**src/rtl/dmem_arb_pkg.sv**
```systemverilog
// Shared types for the data-memory arbiter: port identifiers and the
// per-port memory request bundle.
package dmem_arb_pkg;

    localparam int unsigned NUM_PORTS     = 2;
    localparam int unsigned MEM_DATA_W    = 64;
    localparam int unsigned MEM_ADDR_W    = MEM_DATA_W;
    localparam int unsigned MEM_BYTES     = MEM_DATA_W / 8;

    typedef enum logic {PORT0, PORT1} port_e;

    typedef struct packed {
        logic [MEM_ADDR_W-1:0] addr;
        logic [MEM_DATA_W-1:0] wdata;
        logic [MEM_BYTES-1:0]  wen;
    } mem_req_t;

endpackage

```
**src/rtl/dmem_arb_sel.sv**
```systemverilog
// Combinational grant selection for the two-port data-memory arbiter.
// DMEM_ARB_RR_EN selects round-robin on conflict; otherwise port 0 has fixed priority.
module dmem_arb_sel
    import dmem_arb_pkg::*;
(
    input  logic  en,
    input  logic  req0,
    input  logic  req1,
`ifdef DMEM_ARB_RR_EN
    input  port_e ptr,
`endif
    output logic  gnt0,
    output logic  gnt1
);

    always_comb begin
        gnt0 = 1'b0;
        gnt1 = 1'b0;
        if (en) begin
`ifdef DMEM_ARB_RR_EN
            if (req0 && req1) begin
                gnt0 = (ptr == PORT0);
                gnt1 = (ptr == PORT1);
            end else begin
                gnt0 = req0;
                gnt1 = req1;
            end
`else
            gnt0 = req0;
            gnt1 = req1 && !req0;
`endif
        end
    end

endmodule

```
**src/rtl/dmem_arbiter.sv**
```systemverilog
// Two-port arbiter in front of the single-ported, synchronous-read data memory.
// Define DMEM_ARB_RR_EN for round-robin arbitration (default: port 0 fixed priority).
module dmem_arbiter
    import dmem_arb_pkg::*;
#(
    parameter int unsigned DATA_WIDTH = 64,
    parameter int unsigned ADDR_WIDTH = DATA_WIDTH,
    parameter int unsigned DATA_BYTES = DATA_WIDTH / 8,
    parameter int unsigned CNT_WIDTH  = 32
)(
    input  logic                  clk,
    input  logic                  rst_n,
    input  logic                  i_req0,
    input  logic                  i_req1,
    input  logic [ADDR_WIDTH-1:0] i_addr0,
    input  logic [ADDR_WIDTH-1:0] i_addr1,
    input  logic [DATA_WIDTH-1:0] i_wdata0,
    input  logic [DATA_WIDTH-1:0] i_wdata1,
    input  logic [DATA_BYTES-1:0] i_wen0,
    input  logic [DATA_BYTES-1:0] i_wen1,
    output logic                  o_gnt0,
    output logic                  o_gnt1,
    output logic                  o_rvalid0,
    output logic                  o_rvalid1,
    output logic [DATA_WIDTH-1:0] o_rdata0,
    output logic [DATA_WIDTH-1:0] o_rdata1,
    output logic [ADDR_WIDTH-1:0] o_mem_addr,
    output logic [DATA_WIDTH-1:0] o_mem_wdata,
    output logic [DATA_BYTES-1:0] o_mem_wen,
    input  logic [DATA_WIDTH-1:0] i_mem_rdata,
    output logic [CNT_WIDTH-1:0]  o_conflicts
);

    logic                 gnt0;
    logic                 gnt1;
    logic                 resp_vld;
    port_e                resp_port;
    logic [CNT_WIDTH-1:0] conflicts;
`ifdef DMEM_ARB_RR_EN
    port_e                ptr;
`endif

    // rst_n gates the grant combinationally so nothing is accepted during reset
    dmem_arb_sel u_sel (
        .en   (rst_n),
        .req0 (i_req0),
        .req1 (i_req1),
`ifdef DMEM_ARB_RR_EN
        .ptr  (ptr),
`endif
        .gnt0 (gnt0),
        .gnt1 (gnt1)
    );

    assign o_gnt0 = gnt0;
    assign o_gnt1 = gnt1;

    always_comb begin
        o_mem_addr  = i_addr0;
        o_mem_wdata = i_wdata0;
        o_mem_wen   = '0;
        if (gnt0) begin
            o_mem_wen = i_wen0;
        end else if (gnt1) begin
            o_mem_addr  = i_addr1;
            o_mem_wdata = i_wdata1;
            o_mem_wen   = i_wen1;
        end
    end

    always_ff @(posedge clk or negedge rst_n) begin
        if (!rst_n) begin
            resp_vld  <= 1'b0;
            resp_port <= PORT0;
        end else begin
            resp_vld  <= (gnt0 && (i_wen0 == '0)) || (gnt1 && (i_wen1 == '0));
            resp_port <= gnt1 ? PORT1 : PORT0;
        end
    end

    // memory read data is already registered, so responses route it straight through
    assign o_rvalid0 = resp_vld && (resp_port == PORT0);
    assign o_rvalid1 = resp_vld && (resp_port == PORT1);
    assign o_rdata0  = o_rvalid0 ? i_mem_rdata : '0;
    assign o_rdata1  = o_rvalid1 ? i_mem_rdata : '0;

    always_ff @(posedge clk or negedge rst_n) begin
        if (!rst_n) begin
            conflicts <= '0;
        end else if (i_req0 && i_req1 && !(&conflicts)) begin
            conflicts <= conflicts + CNT_WIDTH'(1);
        end
    end

    assign o_conflicts = conflicts;

`ifdef DMEM_ARB_RR_EN
    always_ff @(posedge clk or negedge rst_n) begin
        if (!rst_n) begin
            ptr <= PORT0;
        end else if (gnt0) begin
            ptr <= PORT1;
        end else if (gnt1) begin
            ptr <= PORT0;
        end
    end
`endif

endmodule

```
**config.mk**
```make
export PLATFORM = sky130hd
export DESIGN_NAME = dmem_arbiter
export DESIGN_NICKNAME = d
export VERILOG_FILES = /design/src/rtl/dmem_arb_pkg.sv /design/src/rtl/dmem_arb_sel.sv /design/src/rtl/dmem_arbiter.sv
export SDC_FILE = /design/constraint.sdc
export NUM_CORES = 1
export LEC_CHECK = 0
export ABC_AREA = 1
export CORE_AREA = 2 2 250 252
export DETAILED_ROUTE_END_ITERATION = 10
export DIE_AREA = 0 0 252 254
export HOLD_SLACK_MARGIN = 0.15
export PLACE_DENSITY_LB_ADDON = 0.3
export SYNTH_ARGS = -nofsm -noshare
export SYNTH_HDL_FRONTEND = slang
export SYNTH_SLANG_ARGS = --single-unit
```
**constraint.sdc**
```tcl
create_clock -name clk -period 2.1 [get_ports clk]
set_clock_uncertainty 0.1 [all_clocks]
set_input_delay 0.42 -clock clk [delete_from_list [all_inputs] [get_ports clk]]
set_output_delay 0.42 -clock clk [all_outputs]
set_load 0.1 [all_outputs]
```
# After elaboration in Yosys (flattened, before gate mapping)
# Cells that the tools add are included.
word_totals:
  regBits: 34
  inputBits: 340
  output_inout_bits: 300
classes:
  add_sub_neg: 1
  muxes: 11
  n_bitwise: 1
  n_reduce_logical: 13
op_table:
  columns: ["cell", "count"]
  rows:
  - ["two-way mux 64 bit", 6]
  - ["adder 32 x 1 -> 32 bit (second input constant)", 1]
  - ["AND reduction 32 bit", 1]
  - ["logical NOT 8 bit", 2]
  - ["two-way mux 8 bit", 2]
  - ["logical AND 1 bit", 7]
  - ["two-way mux 1 bit", 3]
  - ["logical NOT 1 bit", 2]
  - ["logical OR 1 bit", 1]
  - ["NOT 1 bit", 1]

# Depth between registers and ports, before layout
# Gate-level depths: netlist (run 1).
logic_depth:
  word_depth: 5
  mapped_depth: 11
  ltp_nobuf: 10

# Hierarchy
# A second synthesis (run 1) with hierarchy kept.
unflattened:
  hier_cells: 717
  hier_area_um2: 4630.7
by_module_without_submodules:
  columns: ["mod", "n_inst", "cells_per_inst", "area_per_inst_um2", "seq_area_each_um2"]
  rows:
  - ["dmem_arbiter", 1, 713, 4613.2, 850.8]
  - ["dmem_arb_sel", 1, 4, 17.5, 0.0]

# Worst setup path before layout (run 1)
# No wires, ideal clock.
synth_timing:
  kind: "register -> output"
  start: "register resp_port"
  end: "output o_rdata0[10]"
  arrival_ns: 3.449
  t_required_ns: 1.580
  slack_ns: -1.869
  path_stages_with_launch: 5
  path_buffers: 1
  path_cell_list: "dfrtp_1 -> nor2_1 -> inv_2 -> clkbuf_1 -> nor2_1"
synth_between:
  elab_chain_len: 3
synth_lines:
  columns: ["element", "line_no", "text"]
  rows:
  - ["from (decl)", "dmem_arbiter.sv:37", "port_e resp_port;"]
  - ["from (signal assigned)", "dmem_arbiter.sv:77", "resp_port <= gnt1 ? PORT1 : PORT0;"]
  - ["NOT 1 bit", "dmem_arbiter.sv:82", "assign o_rvalid0 = resp_vld && (resp_port == PORT0);"]
  - ["logical AND 1 bit", "dmem_arbiter.sv:82", null]
  - ["named net o_rvalid0", "dmem_arbiter.sv:23", "output logic o_rvalid0,"]
  - ["two-way mux 64 bit", "dmem_arbiter.sv:84", "assign o_rdata0 = o_rvalid0 ? i_mem_rdata : '0;"]
  - ["to (decl)", "dmem_arbiter.sv:25", "output logic [DATA_WIDTH-1:0] o_rdata0,"]
# The timed path passes the listed nets, and every way through them passes these cells.

# Worst setup path in the final report (run 1)
layout_timing:
  start: "input i_req0"
  end: "output o_mem_wdata[14]"
layout_between:
  elab_chain_len: 5
  word_cells_on_any_way: 6
layout_lines:
  columns: ["element", "line_no", "text"]
  rows:
  - ["from (decl)", "dmem_arbiter.sv:13", "input logic i_req0,"]
  - ["logical NOT 1 bit", "dmem_arb_sel.sv:30", "gnt1 = req1 && !req0;"]
  - ["logical AND 1 bit", "dmem_arb_sel.sv:30", null]
  - ["two-way mux 1 bit", "dmem_arb_sel.sv:19", "if (en) begin"]
  - ["two-way mux 64 bit", "dmem_arbiter.sv:64", "end else if (gnt1) begin"]
  - ["two-way mux 64 bit *", "dmem_arbiter.sv:62", "if (gnt0) begin"]
  - ["to (decl)", "dmem_arbiter.sv:28", "output logic [DATA_WIDTH-1:0] o_mem_wdata,"]
# Mark *: on every way between the ends. The rest lies on a longest branch, timed or not.

==> metrics, run 1 <==
Layout fillers=6,259; sequential cell area fraction in the yosys report=18.3%; Area contributors post-synth=nand2_1 (44%), dfrtp_1 (18%), nor2_1 (15%); Remaining Overflow, GRT=0; post-route clock period utilization=100%; share of layout cells above drive strength 1=50.8%; Syn. warnings=0; Sequential Area=878 um^2; GRT Total Usage=14.2%; Max-cap violations=0; CP Class=in2out; Initial Util=7.61%; met2 Use GR=26.9%; Synth top area share=43.6%; crit path capture type=primary output; count of cell types in the netlist=26; clock-pin slew on the worst setup and hold paths=0.05 ns; area of the multi-input gates=0.00573 mm^2; failing checks=setup timing; Post-synth EDFFs=0; Final min period=2.11 ns; placed cell areas=0.0176 mm^2; row cnt=91; initial DRC count=318; Die ar.=0.0640 mm^2; DRC Markers=0; clock latency on the worst-skew pair=0.28 ns; Tightest Pin Transition=0.467 ns; Post-synth ARST share=100%; via count=9,033; Synth Register Bits=34; post-synth top area cell=nand2_1; Max clock buf depth=2; Routed WL=49,800 um; RSZ-0062 raised after global routing=true; total CTS buffers=5; largest net degree at the start of global routing=35; CP required=1.58 ns; Worst setup SP type=input pin; final setup fails=3; hpwl dp=41,800 um; cell area after synthesis=0.00466 mm^2; CTS H-tree lvls=2; CTS tree=done; grt peak-use layer=met2; vias in the first global route=9,199; Final Wtd Congestion=0.868; CTS sink cnt=34; Arrival @ worst endpoint=1.59 ns; Leak Pwr=8.17 nW; WL per Instance=20.0 um; Synth Area per Inst=4.73 um^2; fmax=0.474 GHz; relative slew slack=68.9%; Design Area, Final=0.0193 mm^2; power per standard cell area=325 mW/mm^2; Slew Limit Fails=0; I/O Pins=640; Die Y=254 um; met3 Use GR=2.45%; area growth from synthesis to layout=314%; # nets final=2,037; Final Hold Viols=0; global-route wire length before repair=65,800 um; Most used DFF post-synth=dfrtp_1; Final WS setup=-0.00995 ns; die width=252 um; count leader, synth=nand2_1; Hold/Removal Path Class=in2async; synth cell count leaders=nand2_1 (541), nor2_1 (182), inv_1 (105); met1 usage in global routing=17.0%; Peak VDD IR=291 uV; initial antenna violation count=4; PortBufs=639; Vias/cell=3.63; Initial DRT Pass Iterations=5; antenna violation net count after detailed routing=0; Crit Path Max Fanout=6; final core utilization=31.5%; Mapped Nets=1,327; Cells after Synth=986; core area=0.0613 mm^2; status=finished with violations; root buffer cell=clkbuf_16
repair_timing:
item | in CTS | in global routing
buffers inserted | 18 | 3
pin swaps | 14 | 29
gates cloned | 11 | 13
resized for setup | 162 | 121
setup endpoints to repair | 189 | 157
hold buffers | 0 | 0
path summary, 6_finish.rpt:
| path | from | end | slack, ns | depth (start not counted) |
|---|---|---|---|---|
| setup / recovery | i_req0 | o_mem_wdata[14] | -0.01 | 10 |
| hold / removal | rst_n | o_conflicts[4]$_DFFE_PN0P_ | 0.30 | 3 |
| setup reg to reg | o_conflicts[0]$_DFFE_PN0P_ | o_conflicts[4]$_DFFE_PN0P_ | 0.23 | 9 |
| hold reg to reg | o_conflicts[1]$_DFFE_PN0P_ | o_conflicts[1]$_DFFE_PN0P_ | 0.43 | 2 |
| max in group asynchronous | rst_n | o_conflicts[25]$_DFFE_PN0P_ | 1.23 | 3 |
| min in group clk | o_conflicts[1]$_DFFE_PN0P_ | o_conflicts[1]$_DFFE_PN0P_ | 0.43 | 2 |
area by class of cell:
cell class / count / area share (%)
repair buffers: 749 / 57.6
multi-input cells: 797 / 29.7
well taps: 790 / 5.12
flip-flops and latches: 34 / 4.55
inverters: 108 / 2.20
clock buffers: 7 / 0.739
repair inverters: 1 / 0.0583
clock inverters: 1 / 0.0259
diodes: 1 / 0.0130
state kept, by name, summed over array words and instances, names as in the netlist:
signal,cells
resp_port,1
o_conflicts,32
resp_vld,1
critical path, stage by stage:
cell and delay (ns):
buf_8 0.10, nor2_4 0.11, nand2_4 0.11, inv_8 0.10, buf_12 0.13, buf_12 0.14
buf_12 0.12, nand2_1 0.09, nand2_4 0.08, buf_12 0.17
per-layer routing:
metal,vias to the layer above,share of wire [%]
met2,455,53
li1,4314,-
met3,26,6.2
met5,-,0.026
met4,2,1.0
met1,4236,40
placed cells by master, fill, tap and decap left out, types with 10 or more instances in the layout:
cell type / synthesis / final
buf_16: 0 / 11
nand4_1: 10 / 10
clkdlybuf4s50_1: 0 / 336
nor2_1: 182 / 52
nand2_1: 541 / 277
buf_6: 1 / 11
nor2_2: 1 / 14
nand2_2: 9 / 94
dfrtp_1: 34 / 12
buf_12: 0 / 332
dfrtp_2: 0 / 22
nor2_4: 6 / 123
clkbuf_16: 0 / 16
nand2_4: 0 / 176
nand3_1: 16 / 16
buf_4: 2 / 42
inv_1: 105 / 102
report_power, final:
part	switching, mW	leakage [nW]	internal (mW)
logic	2.88	7.67	1.88
registers	0.0660	0.434	0.696
clock network	0.287	0.0739	0.470
total	3.23	8.17	3.05
kinds of logic after synthesis:
family / share of synthesized area (%)
AO/OA/AOI/OAI: 1.83
buffers and inverters: 12.9
flip-flops: 18.3
AND/OR/NAND/NOR: 64.8
adder cells (fa/ha/maj): 0.268
XOR/XNOR: 1.88
stage by stage:
step	hold slack (ns)	TNS [ns]	setup slack (ns)	power, mW	cells
2_1_floorplan	0.0244	-22.75	-1.30	3.12	986
3_3_place_gp	0.410	-74.24	-0.639	5.28	2443
3_5_place_dp	0.416	-70.75	-0.619	5.29	2443
4_1_cts	0.324	-1.78	-0.0704	6.22	2474
5_1_grt	0.356	-1.20	-0.0536	6.46	2487
6_report	0.297	-0.0142	-0.00995	6.28	2488
Note: power is estimated with default switching activity, not from simulation.
==> inputs of run 2 (changes only) <==
==> constraint.sdc (replaced) <==
create_clock -name clk -period 2.1 [get_ports clk]
set_clock_uncertainty 0.1 [all_clocks]
set_input_delay 0.21 -clock clk [delete_from_list [all_inputs] [get_ports clk]]
set_output_delay 0.21 -clock clk [all_outputs]
set_load 0.1 [all_outputs]
==> metrics, run 2 (synthesized netlist as in run 1, its figures left out) <==
Largest register FFs=32 (unchanged); largest net degree at the start of global routing=41 (+17%); Die ar.=0.0640 mm^2 (unchanged); PortBufs=639 (unchanged); # nets final=1,982 (-2.7%); Hold/Removal Path Class=reg2reg; relative slew slack=69.7% (+0.78 points); row cnt=91 (unchanged); area growth from synthesis to layout=248%; Final Hold Viols=0 (unchanged); WL per Instance=18.5 um (-7.7%); clock-pin slew on the worst setup and hold paths=0.06 ns (about the same); antenna violation net count after detailed routing=0 (unchanged); CTS sink cnt=34 (unchanged); Tightest Pin Transition=0.455 ns (-0.0116 ns); slowest library cell on the worst path=dfrtp_1; Max clock buf depth=2 (unchanged); post-route insts no fill=2,432 (-2.3%); CP required=1.79 ns (+0.21 ns); hpwl dp=39,100 um (-6.5%); most frequent cells in the layout=nand2_1 (498), clkdlybuf4s50_1 (336), buf_12 (278); Crit Path Max Fanout=17 (+11); Largest stage delay, worst path=0.38 ns (+0.21 ns); critical path's top delay family=buffers and inverters; Peak VDD IR=231 uV (-21%); RSZ-0062 raised after global routing=false; CTS H-tree lvls=2 (unchanged); vias in the first global route=8,469 (-7.9%); Leak Pwr=7.13 nW (-13%); global-route wire length before repair=59,700 um (-9.3%); power per standard cell area=351 mW/mm^2 (+7.8%); reg2reg setup slack=0.26 ns (+0.03 ns); Worst setup SP type=flop; WP buf/inv=4 (-2); root buffer cell=clkbuf_16; placed cell count=2,410 (-1.4%); via count=8,530 (-5.6%); CP Class=reg2out; Max-cap violations=0 (unchanged); share of layout cells above drive strength 1=33.8% (-17 points); clock latency on the worst-skew pair=0.28 ns (about the same); I/O Pins=640 (unchanged); most common cell after layout, fill and taps aside=nand2_1; final setup fails=0 (-3); post-route clock period utilization=93.9% (-6.6 points); CP dominant cell by count=nor2_4; Initial DRT Pass Iterations=5 (unchanged); Slew Limit Fails=0 (unchanged); Routed WL=44,900 um (-9.8%); Layout fillers=6,597 (+5.4%); Final Hold Slack=0.434 ns (+0.136 ns); Initial Util=7.61% (unchanged); Die Y=254 um (unchanged); initial antenna violation count=1 (-3); DRC Markers=0 (unchanged); total CTS buffers=5 (unchanged); Remaining Overflow, GRT=0 (unchanged); status=finished, final reports clean; Final min period=1.97 ns (-0.139 ns); initial DRC count=324 (+1.9%); core area=0.0613 mm^2 (unchanged); Final Wtd Congestion=0.883 (+1.7%); crit path capture type=primary output; worst-path cell chain=inv_1 -> nor2_4 -> inv_6 -> buf_4 -> nor2_4 -> buf_12; Vias/cell=3.51 (-3.4%); Arrival @ worst endpoint=1.66 ns (+0.07 ns); GRT Total Usage=12.7% (-1.5 points); CTS tree=done; die width=252 um (unchanged); fmax=0.507 GHz (+7.0%)
## run 2: cell types whose count changed in the layout (fill, tap and decap cells not counted), moves of 4 or more
cell	previous run	this run
buf_12	332	278
buf_16	11	7
buf_4	42	59
buf_6	11	2
nand2_1	277	498
nand2_2	94	46
nand2_4	176	6
nor2_1	52	81
nor2_2	14	38
nor2_4	123	70
o21ai_1	8	3
o21ai_2	1	8
## run 2: final timing paths
check	start	endpoint	depth (start not counted)
max	resp_vld$_DFF_PN0_	o_rdata0[43]	6
min	o_conflicts[0]$_DFFE_PN0P_	o_conflicts[0]$_DFFE_PN0P_	2
max reg2reg	o_conflicts[0]$_DFFE_PN0P_	o_conflicts[4]$_DFFE_PN0P_	9
min reg2reg	o_conflicts[0]$_DFFE_PN0P_	o_conflicts[0]$_DFFE_PN0P_	2
max in group asynchronous	rst_n	o_conflicts[24]$_DFFE_PN0P_	3
min in group asynchronous	rst_n	o_conflicts[11]$_DFFE_PN0P_	3
## run 2: routing by layer
layer | vias up | global-route usage (%) | wire length (um)
li1 | 4201 | - | -
met1 | 3849 | 15.1 | 17600
met2 | 454 | 23.9 | 23500
met3 | 24 | 2.69 | 3370
met4 | 2 | 1.37 | 463
met5 | - | 0 | 16
## run 2: per-stage QoR
stage	TNS [ns]	total power, mW	area [um^2]	utilization (%)	worst slack (ns)
finish	0	5.69	16200	26.5	0.129
global route	0	5.89	16200	26.5	0.0393
CTS	-0.0116	5.69	16000	26.0	-0.0106
detailed placement	-4.35	4.90	15600	25.4	-0.193
global placement	-8.56	4.89	15600	25.4	-0.260
floorplan	-13.90	2.89	5350	-	-0.380
## run 2: area by class of cell
cell class | count | area, um^2 | share of cell area, %
clock buffers | 7 | 143 | 0.879
multi-input cells | 797 | 3950 | 24.3
flip-flops and latches | 34 | 878 | 5.41
repair buffers | 695 | 9840 | 60.7
well taps | 790 | 988 | 6.09
inverters | 108 | 423 | 2.61
diodes | 1 | 2.50 | 0.0154
## run 2: timing repair
| item | CTS | global route |
|---|---|---|
| endpoints found under the setup margin | 87 | 111 |
| gates resized for setup | 45 | 16 |
| hold endpoints to repair | 34 | 0 |
| setup buffers | 2 | 0 |
| cloned | 2 | 9 |
| hold buffers | 1 | 0 |
| pin swaps | 2 | 2 |
## run 2: where the power goes
part / leakage (nW) / internal [mW] / switching [mW]
Combinational: 6.62 / 1.59 / 2.62
Clock: 0.0700 / 0.466 / 0.265
Sequential: 0.434 / 0.697 / 0.0547
## run 2: worst register-to-register path, delay by kind of cell (launching register included)
family,cells,cell delay [ns]
AO/OA/AOI/OAI,1,0.15
adder cells (fa/ha/maj),1,0.23
buffers and inverters,2,0.26
flip-flops,1,0.39
AND/OR/NAND/NOR,5,0.59
